===== src/rtl/pp_reduce_pipe.sv =====
// rtl/pp_reduce_pipe.sv - three-stage carry-save reduction of nine Booth partial products
// S1/S2 compress 9 -> 6 -> 2 vectors, S3 resolves with a carry-propagate add.
module pp_reduce_pipe #(
  parameter int WIDTH = 32
) (
  input  logic             clk,
  input  logic             rst,
  input  logic             in_valid,
  output logic             in_ready,
  input  logic [WIDTH-1:0] PP0,
  input  logic [WIDTH-1:0] PP1,
  input  logic [WIDTH-1:0] PP2,
  input  logic [WIDTH-1:0] PP3,
  input  logic [WIDTH-1:0] PP4,
  input  logic [WIDTH-1:0] PP5,
  input  logic [WIDTH-1:0] PP6,
  input  logic [WIDTH-1:0] PP7,
  input  logic [WIDTH-1:0] PP8,
  input  logic             in_neg_flag,
  input  logic             in_zero_flag,
  output logic             out_valid,
  input  logic             out_ready,
  output logic [WIDTH-1:0] out_product,
  output logic             out_neg_flag,
  output logic             out_zero_flag,
  output logic             busy
);

  // Returns {carry << 1, sum}; the carry shift drops the top bit (modulo 2^WIDTH).
  function automatic logic [2*WIDTH-1:0] csa(input logic [WIDTH-1:0] a,
                                             input logic [WIDTH-1:0] b,
                                             input logic [WIDTH-1:0] c);
    logic [WIDTH-1:0] s;
    logic [WIDTH-1:0] cy;
    s  = a ^ b ^ c;
    cy = ((a & b) | (a & c) | (b & c)) << 1;
    return {cy, s};
  endfunction

  logic                  stall;
  logic [5:0][WIDTH-1:0] s1_d, s1_q;
  logic                  s1_valid_q, s1_neg_q, s1_zero_q;
  logic [WIDTH-1:0]      a0, a1, a2, a3, b0, b1;
  logic [WIDTH-1:0]      s2_sum_d, s2_carry_d, s2_sum_q, s2_carry_q;
  logic                  s2_valid_q, s2_neg_q, s2_zero_q;
  logic [WIDTH-1:0]      out_product_d, out_product_q;
  logic                  out_valid_q, out_neg_q, out_zero_q;

  assign stall    = out_valid_q & ~out_ready;
  assign in_ready = ~stall;

  always_comb begin
    s1_d = '0;
    {s1_d[1], s1_d[0]} = csa(PP0, PP1, PP2);
    {s1_d[3], s1_d[2]} = csa(PP3, PP4, PP5);
    {s1_d[5], s1_d[4]} = csa(PP6, PP7, PP8);
  end

  // 6 -> 4 -> 3 -> 2 reduction between the S1 and S2 registers.
  always_comb begin
    {a1, a0} = csa(s1_q[0], s1_q[1], s1_q[2]);
    {a3, a2} = csa(s1_q[3], s1_q[4], s1_q[5]);
    {b1, b0} = csa(a0, a1, a2);
    {s2_carry_d, s2_sum_d} = csa(b0, b1, a3);
  end

  assign out_product_d = s2_sum_q + s2_carry_q;

  always_ff @(posedge clk or posedge rst) begin
    if (rst) begin
      s1_q          <= '0;
      s1_valid_q    <= 1'b0;
      s1_neg_q      <= 1'b0;
      s1_zero_q     <= 1'b0;
      s2_sum_q      <= '0;
      s2_carry_q    <= '0;
      s2_valid_q    <= 1'b0;
      s2_neg_q      <= 1'b0;
      s2_zero_q     <= 1'b0;
      out_product_q <= '0;
      out_valid_q   <= 1'b0;
      out_neg_q     <= 1'b0;
      out_zero_q    <= 1'b0;
    end else if (!stall) begin
      s1_q          <= s1_d;
      s1_valid_q    <= in_valid;
      s1_neg_q      <= in_neg_flag;
      s1_zero_q     <= in_zero_flag;
      s2_sum_q      <= s2_sum_d;
      s2_carry_q    <= s2_carry_d;
      s2_valid_q    <= s1_valid_q;
      s2_neg_q      <= s1_neg_q;
      s2_zero_q     <= s1_zero_q;
      out_product_q <= out_product_d;
      out_valid_q   <= s2_valid_q;
      out_neg_q     <= s2_neg_q;
      out_zero_q    <= s2_zero_q | (out_product_d == '0);
    end
  end

  assign out_valid     = out_valid_q;
  assign out_product   = out_product_q;
  assign out_neg_flag  = out_neg_q;
  assign out_zero_flag = out_zero_q;
  assign busy          = s1_valid_q | s2_valid_q | out_valid_q;

endmodule


===== config.mk =====
export PLATFORM = sky130hd
export DESIGN_NAME = pp_reduce_pipe
export DESIGN_NICKNAME = d
export VERILOG_FILES = /design/src/rtl/pp_reduce_pipe.sv
export SDC_FILE = /design/constraint.sdc
export NUM_CORES = 1
export LEC_CHECK = 0
export ABC_AREA = 1
export CORE_MARGIN = 2
export CORE_UTILIZATION = 48
export DETAILED_ROUTE_END_ITERATION = 8
export PLACE_DENSITY_LB_ADDON = 0.1
export SLEW_MARGIN = 30
export SYNTH_ARGS = -nofsm -noshare
export SYNTH_HDL_FRONTEND = slang
export SYNTH_SLANG_ARGS = --single-unit

===== constraint.sdc =====
create_clock -name clk -period 11.3 [get_ports clk]
set_clock_uncertainty 0.05 [all_clocks]
set_input_delay 3.39 -clock clk [delete_from_list [all_inputs] [get_ports clk]]
set_output_delay 3.39 -clock clk [all_outputs]
set_load 0.1 [all_outputs]

* After elaboration in Yosys (flattened, before gate mapping)
Cells that the tools add are included.
** Storage, ports and cells
- Register bits :: 293
- Input bits :: 294
- Output and inout bits :: 37
- Logic and storage cells :: 75
** Operators by class
- Add/sub/neg operators :: 1
- Bitwise logic cells :: 55
- Reductions and logical operators :: 1
** Operators with widths (count)
- 31-bit bitwise AND :: 21
- 32-bit XOR :: 14
- 31-bit bitwise OR :: 14
- 32-bit adder :: 1
- 32-bit logical NOT :: 1
- 1-bit bitwise OR :: 3
- 1-bit NOT :: 2
- 1-bit bitwise AND :: 1

* Depth between registers and ports, before layout
- Word-level depth :: 9
- Gate-level depth with buffers :: 18
- Gate-level depth less buffers :: 18

* Worst setup path after synthesis
OpenSTA, ideal clock, no wires.
- Path kind :: input -> output
- From :: input out_ready
- To :: output in_ready
- Arrival time :: 4.812 ns
- Data required time :: 7.860 ns
- Setup slack :: 3.048 ns
- Stages on the path :: 4
- Path through :: nor2_1 > clkinv_1 > clkbuf_1 > clkbuf_1
** On the way
- Longest elaborated chain between the ends :: 3
** Ends and longest elaborated chain
- from (decl) :: RTL line 22 : input logic out_ready,
- 1-bit NOT :: RTL line 49 : assign stall = out_valid_q & ~out_ready;
- 1-bit bitwise AND :: RTL line 49
- 1-bit NOT :: RTL line 50 : assign in_ready = ~stall;
- to (decl) :: RTL line 9 : output logic in_ready,
No other way between the ends.

* Final worst setup path
Same ends and word-level chain as after synthesis.

==> results_dict.tcl <==
set metrics [dict create \
    path_delay_family "buffers and inverters" \
    worst_setup_path_end_kind "primary output" \
    synthMuxAreaShare 0 \
    syn_area_um2 17700 \
    p_leak_nw 11.0 \
    clk_path_buf_depth 3 \
    vdd_drop_max_mv 0.114 \
    arrival_ns 5.65 \
    ant_nets 0 \
    dpl.hpwl_um 33800 \
    critical_path_class "in2out" \
    grt_max_degree 134 \
    clock-sinks 292 \
    cellPowerDensity_nw_per_um2 301 \
    tritoncts "built" \
    portBuffers 330 \
    drt_pass1_iterations 7 \
    yosys-top-cells-area "dfrtp_1, fa_1, nand2_1, inv_1, ha_1" \
    routabilityCongestion 0.834 \
    maxSlewHeadroom 0.316 \
    layout_setup_ws_ns 2.21 \
    crit_slowest_cell "clkdlybuf4s50_1" \
    outcome "completed" \
    drive_gt1_frac 0.0404 \
    clkPwrFrac 0.157 \
    ys_seq_area_frac 0.414 \
    path_common_cell "clkdlybuf4s50_1" \
    htreeDepth 2 \
    p_sw_frac 0.472 \
    instances_no_fill 2744 \
    max_cap_viol_count 0 \
    route.detailed.drc 0 \
    core.rowCount 70 \
    viasPerCell 4.85 \
    gr-total-overflow 0 \
    routed-via-count 13300 \
    n_fill_cell 3190 \
    wirelength_um 43500 \
    core_um2 36400 \
    fin_crit_sh 0.804 \
    grt_antenna_before_repair 0 \
    syn_nets 2481 \
    slew_violations 0 \
    yosys.area.top_type "dfrtp_1" \
    clk_latency_ns 0.50 \
    path_max_fanout 133 \
    postCtsSetupRepairBufs 0 \
    nets 2792 \
    dieArea_um2 38400 \
    io_pins 331 \
    cts-root-buf "clkbuf_16" \
    max_freq_mhz 110 \
    drt_iter0_drc 650 \
    regArea_um2 7310 \
    wl_per_cell_um 15.9 \
    comb_power_share 0.589 \
    diodes 0 \
    multiInputGateArea_um2 9630 \
    netSwitchingPower_mw 3.20 \
    final-setup-viol-count 0 \
    critPathRequiredTime_ns 7.86 \
    rsz0062_at_grt "false" \
    die_x_um 196 \
    synth_xor_area_frac 0.00942 \
    synthCells 1942 \
    grt_pass1_wl_um 71900 \
    post-place-ws_ns 2.09 \
    final_cell_mix "nand2_1, clkdlybuf4s50_1, dfrtp_1, fa_1, inv_1" \
    clkTransAtPathRegs_ns 0.05 \
    track_usage 0.236 \
    power_frac_seq 0.254 \
    synth_adder_area_share 0.264 \
    synth_compound_area_frac 0.0212 \
    synth_warnings 0 \
    area_delta_synth_final_pct 27.2 \
    worstMarginPinSlew_ns 1.02 \
    initial_core_util 0.485 \
    hold_buffers 0 \
    cp-start-kind "primary input" \
    synth_top_family_by_area "adder cells" \
    synth_cell_types 28 \
    critical_path.cell_chain "clkdlybuf4s50_1 -> nor2_4 -> inv_8 -> clkdlybuf4s50_1" \
    tns_ns 0 \
    internal_power_mw 3.58 \
    yosys.area_share.simple 0.250 \
    ys_ff_latch 292 \
    dieHeight_um 196 \
    postSynthAreaPerCell_um2 9.10 \
    hold_viol 0 \
    slowest_delay_ns 1.26 \
    final_common_cell "nand2_1" \
    yosys.area.top_type_share 0.414 \
    critPathBufInv 3 \
    hp-class "reg2reg" \
    numCtsBuffers 34 \
    grt_pass1_vias 14100 \
    period_needed_ns 9.09 \
    placed_cells_incl_taps 2685 \
    postCtsResizedCells 0 \
]
## final timing paths
check / from / to / slack (ns) / cells after the start
worst max-delay path: out_ready / in_ready / 2.21 / 4
worst min-delay path: s2_neg_q / out_neg_flag / 0.43 / 2
worst max register to register: s2_sum_q[2] / out_zero_flag / 8.76 / 18
worst min register to register: s2_neg_q / out_neg_flag / 0.43 / 2
max in group asynchronous: rst / s1_q[123] / 6.63 / 3
min in group asynchronous: rst / out_product[0] / 3.33 / 2
## final cells by class
class                      instances  share of cell area
clock inverter                     7             0.00312
clock buffer                      52              0.0454
multi-input combinational       1462               0.429
inverter                         124              0.0212
sequential                       292               0.325
tap                              468              0.0261
timing repair buffer             339               0.150
## per-stage QoR
| step | hold WS [ns] | cell area (um^2) | util | power, mW |
|---|---|---|---|---|
| global placement | 0.410 | 21400 | 0.587 | 5.67 |
| finish | 0.426 | 22500 | 0.617 | 6.77 |
| global route | 0.451 | 22500 | 0.617 | 7.44 |
| CTS | 0.434 | 22500 | 0.617 | 6.84 |
| detailed placement | 0.420 | 21400 | 0.587 | 5.74 |
| floorplan | 0.392 | 17700 | - | 4.55 |
## worst register-to-register path, delay by kind of cell (launching register included)
kind / cells / cell delay, ns
DFF: 1 / 0.35
and+or+nand+nor: 13 / 1.15
AOI/OAI and AO/OA: 1 / 0.10
adders and majority gates: 2 / 0.65
buffers and inverters: 2 / 0.18
## cells by family (layout without fill, tap and decap cells)
kind of cell	Yosys count	in the layout
AOI/OAI and AO/OA	67	67
DFF	292	292
adders and majority gates	245	245
buffers and inverters	188	522
xor gates and xnor gates	19	19
and+or+nand+nor	1131	1131
## cell usage after synthesis
master	n
xor2_1	6
nor3_1	1
nand2_1	991
nand3b_1	7
fa_1	213
ha_1	32
clkinv_1	1
dfrtp_1	292
and3_1	2
a31oi_1	16
o21ai_0	29
buf_2	20
nand2_2	12
o21bai_1	2
nor3_2	4
nand3_1	30
a21o_1	1
xnor2_1	13
a21oi_2	3
and2_1	1
nor2_2	4
nand4_1	8
clkbuf_1	44
inv_2	3
nand3_2	3
nor2_1	68
inv_1	120
a21oi_1	16
## power groups by stage
stage / Sequential, mW / Clock (mW) / Combinational [mW]
2_1_floorplan: 2.14 / 0 / 2.42
3_3_place_gp: 1.72 / 0 / 3.95
3_5_place_dp: 1.74 / 0 / 4.00
4_1_cts: 1.72 / 1.09 / 4.03
5_1_grt: 1.77 / 1.14 / 4.53
6_report: 1.72 / 1.07 / 3.99
## sequential cells by signal (all words and copies together), names as in the netlist, 30 cells and up
name         count
out_product     32
s1_q           189
s2_carry_q      30
s2_sum_q        32
## layer usage
metal  GRT usage  vias to the layer above  part of all wire  wire [um]
li1            -                     6518                 -          -
met1       0.362                     6443              0.49      21300
met2       0.368                      298              0.45      19800
met3      0.0309                       42             0.044       1920
met4      0.0410                        0             0.012        539
met5           0                        -                 0          0
Note: power is estimated with default switching activity, not from simulation.
